===== config.mk =====
export PLATFORM = sky130hd
export DESIGN_NAME = probability_table_updater_flat
export DESIGN_NICKNAME = d
export VERILOG_FILES = /design/src/rtl/ans_pkg.sv /design/src/rtl/probability_table_updater_if.sv /design/src/rtl/prob_count_store.sv /design/src/rtl/probability_table_updater.sv /design/src/flat_wrapper.sv
export SDC_FILE = /design/constraint.sdc
export NUM_CORES = 2
export LEC_CHECK = 0
export CORE_MARGIN = 2
export CORE_UTILIZATION = 50
export DETAILED_ROUTE_END_ITERATION = 12
export PLACE_DENSITY = 0.65
export SYNTH_ARGS = -nofsm -noshare
export SYNTH_HDL_FRONTEND = slang
export SYNTH_SLANG_ARGS = --single-unit

===== constraint.sdc =====
create_clock -name clk -period 24.4 [get_ports clk]
set_input_delay 4.88 -clock clk [delete_from_list [all_inputs] [get_ports clk]]
set_output_delay 4.88 -clock clk [all_outputs]
set_load 0.05 [all_outputs]

===== src/rtl/ans_pkg.sv =====
// Shared types and default sizing for the ANS probability table updater.
// The width helpers keep the top and the count store agreeing on derived widths.
package ans_pkg;

  typedef enum logic [2:0] {
    INIT,
    IDLE,
    CHECK,
    WRITE,
    RESCALE
  } state_t;

  localparam int DEF_CONTEXT_WIDTH = 4;
  localparam int DEF_PROB_WIDTH    = 8;
  localparam int DEF_NUM_SYMBOLS   = 16;
  localparam int DEF_NUM_CONTEXTS  = 16;
  localparam int DEF_TOTAL_LIMIT   = 2048;

  function automatic int sym_width(input int num_symbols);
    return (num_symbols > 1) ? $clog2(num_symbols) : 1;
  endfunction

  function automatic int tot_width(input int prob_width, input int num_symbols);
    return prob_width + sym_width(num_symbols);
  endfunction

endpackage


===== src/rtl/probability_table_updater_if.sv =====
// Update-event handshake plus table-write command bus of the probability updater.
// The updater sits on the slave side; the decoder/lookup environment on the master side.
interface probability_table_updater_if
  import ans_pkg::*;
#(
  parameter int CONTEXT_WIDTH = DEF_CONTEXT_WIDTH,
  parameter int SYM_WIDTH     = sym_width(DEF_NUM_SYMBOLS),
  parameter int PROB_WIDTH    = DEF_PROB_WIDTH
);
  logic                     upd_valid;
  logic                     upd_ready;
  logic [CONTEXT_WIDTH-1:0] upd_context;
  logic [SYM_WIDTH-1:0]     upd_symbol;
  logic                     wr_en;
  logic [CONTEXT_WIDTH-1:0] wr_context;
  logic [SYM_WIDTH-1:0]     wr_symbol;
  logic [PROB_WIDTH-1:0]    wr_data;
  logic                     init_done;
  logic                     rescale_active;
  logic                     err_pulse;

  modport slave (
    input  upd_valid, upd_context, upd_symbol,
    output upd_ready, wr_en, wr_context, wr_symbol, wr_data,
           init_done, rescale_active, err_pulse
  );

  modport master (
    output upd_valid, upd_context, upd_symbol,
    input  upd_ready, wr_en, wr_context, wr_symbol, wr_data,
           init_done, rescale_active, err_pulse
  );
endinterface


===== src/rtl/prob_count_store.sv =====
// Shadow copy of the per-context symbol counts and their running totals.
// Combinational read of one (ctx,sym) entry; a single registered write updates count and total together.
module prob_count_store
  import ans_pkg::*;
#(
  parameter int CONTEXT_WIDTH = DEF_CONTEXT_WIDTH,
  parameter int SYM_WIDTH     = sym_width(DEF_NUM_SYMBOLS),
  parameter int PROB_WIDTH    = DEF_PROB_WIDTH,
  parameter int TOT_WIDTH     = tot_width(DEF_PROB_WIDTH, DEF_NUM_SYMBOLS),
  parameter int NUM_CONTEXTS  = DEF_NUM_CONTEXTS,
  parameter int NUM_SYMBOLS   = DEF_NUM_SYMBOLS
) (
  input  logic                     clk,
  input  logic [CONTEXT_WIDTH-1:0] i_rdCtx,
  input  logic [SYM_WIDTH-1:0]     i_rdSym,
  output logic [PROB_WIDTH-1:0]    o_rdCount,
  output logic [TOT_WIDTH-1:0]     o_rdTotal,
  input  logic                     i_we,
  input  logic [CONTEXT_WIDTH-1:0] i_wrCtx,
  input  logic [SYM_WIDTH-1:0]     i_wrSym,
  input  logic [PROB_WIDTH-1:0]    i_wrCount,
  input  logic [TOT_WIDTH-1:0]     i_wrTotal
);
  logic [PROB_WIDTH-1:0] r_count [NUM_CONTEXTS][NUM_SYMBOLS];
  logic [TOT_WIDTH-1:0]  r_total [NUM_CONTEXTS];

  assign o_rdCount = r_count[i_rdCtx][i_rdSym];
  assign o_rdTotal = r_total[i_rdCtx];

  // Contents are defined by the INIT sweep, so the array needs no reset.
  always_ff @(posedge clk) begin
    if (i_we) begin
      r_count[i_wrCtx][i_wrSym] <= i_wrCount;
      r_total[i_wrCtx]          <= i_wrTotal;
    end
  end
endmodule


===== src/rtl/probability_table_updater.sv =====
// Adaptive frequency model: counts decoded (context,symbol) events and mirrors every
// changed count to the lookup table, halving a context before any count or total overflows.
module probability_table_updater
  import ans_pkg::*;
#(
  parameter int CONTEXT_WIDTH = DEF_CONTEXT_WIDTH,
  parameter int PROB_WIDTH    = DEF_PROB_WIDTH,
  parameter int NUM_SYMBOLS   = DEF_NUM_SYMBOLS,
  parameter int NUM_CONTEXTS  = DEF_NUM_CONTEXTS,
  parameter int TOTAL_LIMIT   = DEF_TOTAL_LIMIT
) (
  input logic clk,
  input logic rst_n,
  probability_table_updater_if.slave bus
);
  localparam int SYM_WIDTH = sym_width(NUM_SYMBOLS);
  localparam int TOT_WIDTH = tot_width(PROB_WIDTH, NUM_SYMBOLS);
  localparam logic [PROB_WIDTH-1:0]    MAX_COUNT = '1;
  localparam logic [TOT_WIDTH:0]       LIMIT     = (TOT_WIDTH+1)'(TOTAL_LIMIT);
  localparam logic [CONTEXT_WIDTH-1:0] LAST_CTX  = CONTEXT_WIDTH'(NUM_CONTEXTS - 1);
  localparam logic [SYM_WIDTH-1:0]     LAST_SYM  = SYM_WIDTH'(NUM_SYMBOLS - 1);

  state_t                   r_state, w_next;
  logic                     r_armed, r_initDone, r_errPulse;
  logic [CONTEXT_WIDTH-1:0] r_initCtx, r_evCtx;
  logic [SYM_WIDTH-1:0]     r_initSym, r_evSym, r_resSym;
  logic [TOT_WIDTH-1:0]     r_resAcc;

  logic                     w_accept, w_inRange, w_needRescale, w_we;
  logic [SYM_WIDTH-1:0]     w_rdSym, w_wrSym;
  logic [CONTEXT_WIDTH-1:0] w_wrCtx;
  logic [PROB_WIDTH-1:0]    w_rdCount, w_wrCount, w_halved;
  logic [PROB_WIDTH:0]      w_countInc;
  logic [TOT_WIDTH-1:0]     w_rdTotal, w_wrTotal, w_accBase, w_accNext;
  logic [TOT_WIDTH:0]       w_totalInc;

  prob_count_store #(
    .CONTEXT_WIDTH(CONTEXT_WIDTH), .SYM_WIDTH(SYM_WIDTH), .PROB_WIDTH(PROB_WIDTH),
    .TOT_WIDTH(TOT_WIDTH), .NUM_CONTEXTS(NUM_CONTEXTS), .NUM_SYMBOLS(NUM_SYMBOLS)
  ) u_store (
    .clk(clk), .i_rdCtx(r_evCtx), .i_rdSym(w_rdSym), .o_rdCount(w_rdCount), .o_rdTotal(w_rdTotal),
    .i_we(w_we), .i_wrCtx(w_wrCtx), .i_wrSym(w_wrSym), .i_wrCount(w_wrCount), .i_wrTotal(w_wrTotal)
  );

  assign w_accept  = bus.upd_valid && (r_state == IDLE);
  assign w_inRange = ({1'b0, bus.upd_context} < (CONTEXT_WIDTH+1)'(NUM_CONTEXTS)) &&
                     ({1'b0, bus.upd_symbol} < (SYM_WIDTH+1)'(NUM_SYMBOLS));
  assign w_rdSym   = (r_state == RESCALE) ? r_resSym : r_evSym;

  // Rounding-up halve keeps every count at least 1; the total is rebuilt as the sweep runs.
  assign w_countInc    = {1'b0, w_rdCount} + (PROB_WIDTH+1)'(1);
  assign w_halved      = w_countInc[PROB_WIDTH:1];
  assign w_totalInc    = {1'b0, w_rdTotal} + (TOT_WIDTH+1)'(1);
  assign w_needRescale = (w_rdCount == MAX_COUNT) || (w_totalInc > LIMIT);
  assign w_accBase     = (r_resSym == '0) ? '0 : r_resAcc;
  assign w_accNext     = w_accBase + TOT_WIDTH'(w_halved);

  // r_armed holds off the INIT writes until the first clock after reset release.
  always_ff @(posedge clk or negedge rst_n) begin
    if (!rst_n) begin
      r_state    <= INIT;
      r_armed    <= 1'b0;
      r_initCtx  <= '0;
      r_initSym  <= '0;
      r_evCtx    <= '0;
      r_evSym    <= '0;
      r_resSym   <= '0;
      r_resAcc   <= '0;
      r_initDone <= 1'b0;
      r_errPulse <= 1'b0;
    end else begin
      r_state    <= w_next;
      r_armed    <= 1'b1;
      r_errPulse <= w_accept && !w_inRange;
      if (r_state == INIT && r_armed) begin
        if (r_initSym == LAST_SYM) begin
          r_initSym <= '0;
          r_initCtx <= r_initCtx + CONTEXT_WIDTH'(1);
          if (r_initCtx == LAST_CTX) r_initDone <= 1'b1;
        end else begin
          r_initSym <= r_initSym + SYM_WIDTH'(1);
        end
      end
      if (w_accept && w_inRange) begin
        r_evCtx <= bus.upd_context;
        r_evSym <= bus.upd_symbol;
      end
      if (r_state == CHECK) r_resSym <= '0;
      if (r_state == RESCALE) begin
        r_resSym <= (r_resSym == LAST_SYM) ? '0 : r_resSym + SYM_WIDTH'(1);
        r_resAcc <= w_accNext;
      end
    end
  end

  always_comb begin
    w_next    = r_state;
    w_we      = 1'b0;
    w_wrCtx   = '0;
    w_wrSym   = '0;
    w_wrCount = '0;
    w_wrTotal = '0;
    case (r_state)
      INIT: begin
        if (r_armed) begin
          w_we      = 1'b1;
          w_wrCtx   = r_initCtx;
          w_wrSym   = r_initSym;
          w_wrCount = PROB_WIDTH'(1);
          w_wrTotal = TOT_WIDTH'(NUM_SYMBOLS);
          if (r_initCtx == LAST_CTX && r_initSym == LAST_SYM) w_next = IDLE;
        end
      end
      IDLE:  if (w_accept && w_inRange) w_next = CHECK;
      CHECK: w_next = w_needRescale ? RESCALE : WRITE;
      WRITE: begin
        w_we      = 1'b1;
        w_wrCtx   = r_evCtx;
        w_wrSym   = r_evSym;
        w_wrCount = w_countInc[PROB_WIDTH-1:0];
        w_wrTotal = w_totalInc[TOT_WIDTH-1:0];
        w_next    = IDLE;
      end
      RESCALE: begin
        w_we      = 1'b1;
        w_wrCtx   = r_evCtx;
        w_wrSym   = r_resSym;
        w_wrCount = w_halved;
        w_wrTotal = w_accNext;
        if (r_resSym == LAST_SYM) w_next = CHECK;
      end
      default: w_next = INIT;
    endcase
  end

  assign bus.upd_ready      = (r_state == IDLE);
  assign bus.rescale_active = (r_state == RESCALE);
  assign bus.init_done      = r_initDone;
  assign bus.err_pulse      = r_errPulse;
  assign bus.wr_en          = w_we;
  assign bus.wr_context     = w_wrCtx;
  assign bus.wr_symbol      = w_wrSym;
  assign bus.wr_data        = w_wrCount;
endmodule


===== src/flat_wrapper.sv =====
// flat-port wrapper written by rule: the top's interface ports become plain ports
module probability_table_updater_flat import ans_pkg::*;
#(
  parameter int CONTEXT_WIDTH = DEF_CONTEXT_WIDTH,
  parameter int PROB_WIDTH    = DEF_PROB_WIDTH,
  parameter int NUM_SYMBOLS   = DEF_NUM_SYMBOLS,
  parameter int NUM_CONTEXTS  = DEF_NUM_CONTEXTS,
  parameter int TOTAL_LIMIT   = DEF_TOTAL_LIMIT
)
  (clk, rst_n, bus_upd_valid, bus_upd_context, bus_upd_symbol, bus_upd_ready, bus_wr_en, bus_wr_context, bus_wr_symbol, bus_wr_data, bus_init_done, bus_rescale_active, bus_err_pulse);
  probability_table_updater_if #(.CONTEXT_WIDTH(CONTEXT_WIDTH), .SYM_WIDTH((4)), .PROB_WIDTH(PROB_WIDTH)) bus_i ();
  input logic clk;
  input logic rst_n;
  input wire logic [$bits(bus_i.upd_valid)-1:0] bus_upd_valid;
  input wire logic [$bits(bus_i.upd_context)-1:0] bus_upd_context;
  input wire logic [$bits(bus_i.upd_symbol)-1:0] bus_upd_symbol;
  output wire logic [$bits(bus_i.upd_ready)-1:0] bus_upd_ready;
  output wire logic [$bits(bus_i.wr_en)-1:0] bus_wr_en;
  output wire logic [$bits(bus_i.wr_context)-1:0] bus_wr_context;
  output wire logic [$bits(bus_i.wr_symbol)-1:0] bus_wr_symbol;
  output wire logic [$bits(bus_i.wr_data)-1:0] bus_wr_data;
  output wire logic [$bits(bus_i.init_done)-1:0] bus_init_done;
  output wire logic [$bits(bus_i.rescale_active)-1:0] bus_rescale_active;
  output wire logic [$bits(bus_i.err_pulse)-1:0] bus_err_pulse;
  assign bus_i.upd_valid = bus_upd_valid;
  assign bus_i.upd_context = bus_upd_context;
  assign bus_i.upd_symbol = bus_upd_symbol;
  assign bus_upd_ready = bus_i.upd_ready;
  assign bus_wr_en = bus_i.wr_en;
  assign bus_wr_context = bus_i.wr_context;
  assign bus_wr_symbol = bus_i.wr_symbol;
  assign bus_wr_data = bus_i.wr_data;
  assign bus_init_done = bus_i.init_done;
  assign bus_rescale_active = bus_i.rescale_active;
  assign bus_err_pulse = bus_i.err_pulse;
  probability_table_updater #(.CONTEXT_WIDTH(CONTEXT_WIDTH), .PROB_WIDTH(PROB_WIDTH), .NUM_SYMBOLS(NUM_SYMBOLS), .NUM_CONTEXTS(NUM_CONTEXTS), .TOTAL_LIMIT(TOTAL_LIMIT)) u_core (.clk(clk), .rst_n(rst_n), .bus(bus_i));
endmodule

==> flow_summary.json <==
{
  "crit_buf_inv": 6,
  "grt_pass1_wl_um": 337000,
  "grt_start_max_net_pins": 188,
  "maxSlewViolCount": 0,
  "crit_family": "buffers and inverters",
  "synth_seq_area_share_pct": 75.6,
  "clock-sinks": 2277,
  "cts_hold_buf": 0,
  "irDropWorstVdd_mv": 0.130,
  "cts_tree": "done",
  "ys_ff_latch": 2277,
  "layout_min_cycle_time_ns": 14.08,
  "port_buffers": 30,
  "grt_use_met2_pct": 39.5,
  "slowest_delay_ns": 1.05,
  "ys.flop_type": "edfxtp_1",
  "required_ns": 19.52,
  "syn_area_mm2": 0.0902,
  "yosysWarnings": 0,
  "pwr_density_cell_mw_per_mm2": 133,
  "start_util_pct": 50.5,
  "status": "finished, final reports clean",
  "coreArea_mm2": 0.179,
  "path_class": "reg -> out",
  "drtIter0Drc": 5956,
  "hp-start": "u_core.r_resAcc[7]",
  "syn_area_per_cell_um2": 20.6,
  "rsz0062_at_grt": "false",
  "path_cells": "buf_12 -> buf_4 -> buf_4 -> mux4_2 -> a22oi_1 -> a21oi_1 -> o22ai_1 -> a2111oi_0 -> nand4_1 -> inv_1 -> ha_1 -> inv_1 -> or2_1 -> or4_4 -> xor2_1 -> nand2_1 -> o21ai_4 -> clkdlybuf4s50_1",
  "hold_class": "reg -> reg",
  "clk_pin_slew_worst_paths_ns": 0.07,
  "r2r_cells": 19,
  "finalSetupViolations": 0,
  "crit_cells": 18,
  "crit_arrival_ns": 9.20,
  "dieArea_mm2": 0.184,
  "hold_depth": 2,
  "timing.rr.start": "u_core.r_evCtx[0]",
  "root_buffer": "clkbuf_16",
  "area_delta_synth_final_pct": 11.2,
  "clk_latency_ns": 0.88,
  "start_kind": "flop",
  "critPathMaxFanout": 84,
  "nets": 4527,
  "crit_slowest_cell": "a2111oi_0",
  "syn_nets": 4411,
  "vias_per_cell": 6.45,
  "hold_slack_ns": 0.479,
  "top_level_ports": 32,
  "dieWidth_um": 429,
  "cts_resized": 0,
  "instances_no_fill": 7040,
  "clock-skew-final_ns": 0.0489,
  "die_y_um": 429,
  "p_total_mw": 13.4,
  "switchingPower_mw": 4.70,
  "cts_buffers": 223,
  "postCtsSetupRepairBufs": 0,
  "synth-edff-count": 2240,
  "vias": 45400,
  "p_clk_share_pct": 25.5,
  "place_hpwl_um": 142000,
  "place.gp.congestion": 0.881,
  "gr-total-overflow": 0,
  "use_met1_pct": 37.0,
  "tightest_slew_ns": 1.35,
  "fp-row-count": 155,
  "max_cap_viol_count": 0,
  "clock_path_buffers": 3,
  "netlist_instances": 4386,
  "dr.pass1.iters": 5,
  "pwr-share-seq_pct": 39.7,
  "wl_per_cell_um": 33.7,
  "htree_levels": 4,
  "grt_pass1_vias": 44400,
  "drive_gt1_share_pct": 22.3,
  "busiest_layer": "met2",
  "drc": 0,
  "met3_usage_pct": 5.60,
  "post-route-period-util_pct": 57.7,
  "power_frac_comb_pct": 34.8,
  "startpoint": "u_core.r_evCtx[0]",
  "switching_share_pct": 35.2,
  "grt_antenna_before_repair": 10,
  "grt_usage_pct": 25.7,
  "setup_tns_ns": 0,
  "postRouteAntennaNets": 0,
  "fmax_mhz": 71.0,
  "hold_violations": 0,
  "internal_power_mw": 8.66,
  "worst_slew_margin_rel_pct": 8.85,
  "end_kind": "output port",
  "dp.cells": 6632,
  "async_reset_ff_share_pct": 1.62,
  "yosysUniqueCellTypes": 85,
  "routed_wl_um": 237000,
  "n_fill_cell": 13300,
  "leakagePower_nw": 32.1
}
-- metrics by stage --
| step | utilization, % | setup slack, ns | area [µm²] |
|---|---|---|---|
| global placement | 52.1 | 11.13 | 93100 |
| finish | 56.1 | 10.32 | 100000 |
| detailed placement | 52.1 | 11.17 | 93200 |
| CTS | 56.1 | 10.14 | 100000 |
| floorplan | - | 5.10 | 90200 |
| global route | 56.1 | 9.69 | 100000 |
-- worst paths after layout --
check / endpoint / slack, ns
min in group asynchronous: u_core.r_resSym[2] / 4.11
worst min register to register: u_core.r_resAcc[7] / 0.48
worst min-delay path: u_core.r_resAcc[7] / 0.48
worst max-delay path: bus_wr_data[6] / 10.32
worst max register to register: u_core.u_store.r_count[8][5] / 14.18
max in group asynchronous: u_core.r_evCtx[1] / 19.77
-- final cells by class --
class	instances	area (µm²)	share of cell area, %
Antenna cell	1	2.50	0.00249
Clock buffer	280	5910	5.89
Clock inverter	127	1240	1.24
Inverter	41	159	0.158
Multi-Input combinational cell	1816	20600	20.6
Sequential cell	2277	68200	68.0
Tap cell	2355	2950	2.94
Timing Repair Buffer	143	1210	1.20
-- sequential cells by signal, summed over array words and instances, names as in the netlist --
signal,count
u_core.r_armed,1
u_core.u_store.r_count,2048
u_core.r_state,3
u_core.r_initSym,4
u_core.bus.init_done,1
u_core.r_evSym,4
u_core.r_initCtx,4
u_core.r_resAcc,12
u_core.r_resSym,4
u_core.u_store.r_total,192
u_core.r_evCtx,4
-- synthesized netlist by cell type, drive strengths merged, types with 6 or more instances --
library cell,n,area (µm²)
edfxtp,2240,67300
mux4,525,11800
nor2,306,1150
mux2i,235,2350
buf,152,1070
nand2,149,559
a22oi,105,788
clkbuf,100,375
mux2,46,518
inv,40,153
a21oi,38,201
nand3,38,190
dfrtp,37,926
o21ai,35,183
a211oi,26,195
o22ai,26,163
nor2b,18,113
xnor2,18,176
and2,17,106
nand4,17,106
a211o,13,114
a31oi,13,87.6
ha,13,163
a2111oi,12,106
nor3,12,60.1
xor2,11,96.3
and3,9,56.3
nand2b,9,56.3
a221oi,8,70.1
a22o,8,70.1
nor4,7,50.1
nand3b,6,45.0
o2111ai,6,52.6
o31ai,6,45.0
o41ai,6,52.6
-- cells in the final DEF, fill, tap and decap left out, drive strengths merged, types with 12 or more instances in the layout --
| cell | synthesis | final |
|---|---|---|
| nand4 | 17 | 17 |
| clkdlybuf4s50 | 0 | 29 |
| edfxtp | 2240 | 2240 |
| a22oi | 105 | 105 |
| a211oi | 26 | 26 |
| nand3 | 38 | 38 |
| nor2 | 306 | 306 |
| ha | 13 | 13 |
| a2111oi | 12 | 12 |
| a31oi | 13 | 13 |
| clkbuf | 100 | 280 |
| o21ai | 35 | 35 |
| nand2 | 149 | 149 |
| mux4 | 525 | 525 |
| xnor2 | 18 | 18 |
| bufinv | 0 | 22 |
| inv | 40 | 53 |
| dfrtp | 37 | 37 |
| mux2 | 46 | 46 |
| and2 | 17 | 17 |
| buf | 152 | 113 |
| nor3 | 12 | 12 |
| nor2b | 18 | 18 |
| a21oi | 38 | 38 |
| a211o | 13 | 13 |
| mux2i | 235 | 235 |
| clkinv | 1 | 88 |
| o22ai | 26 | 26 |
-- worst register-to-register path, stage by stage, from the launching register on --
cell       delay, ns
dfrtp_4         0.85
buf_12          0.58
buf_4           0.83
buf_4           0.81
mux4_2          0.39
a22oi_1         0.08
a21oi_1         0.36
o22ai_1         0.24
a2111oi_0       1.05
nand4_1         0.27
inv_1           0.13
ha_1            0.16
inv_1           0.06
or2_1           0.25
or4_4           0.59
xor2_1          0.31
a22o_4          0.29
buf_4           0.63
buf_4           0.96
buf_4           0.86
-- power by group through the flow --
stage                     registers (mW)  clock network (mW)  logic, mW
after floorplan                     5.74                   0       2.91
after global placement              5.38                   0       4.54
after detailed placement            5.39                   0       4.62
after CTS                           5.30                3.44       4.63
after global routing                5.32                3.59       4.87
final                               5.31                3.41       4.65
-- per-layer routing --
metal  vias up  routed length [µm]
met5         -                  13
li1      18400                   -
met4         2                8090
met2      2377              111000
met1     24300               95000
met3       389               23200
-- logic make-up (layout without fill, tap and decap cells) --
family                     Yosys count  after routing  share of synthesized area [%]
AOI/OAI and AO/OA                  350            350                           2.83
other                                2              3                        0.00832
DFF                               2277           2277                           75.6
buffers and inverters              293            591                           1.78
xor gates and xnor gates            29             29                          0.302
and+or+nand+nor                    615            615                           3.02
adders and majority gates           14             14                          0.202
muxes                              806            806                           16.3
(Power assumes the default switching activity.)
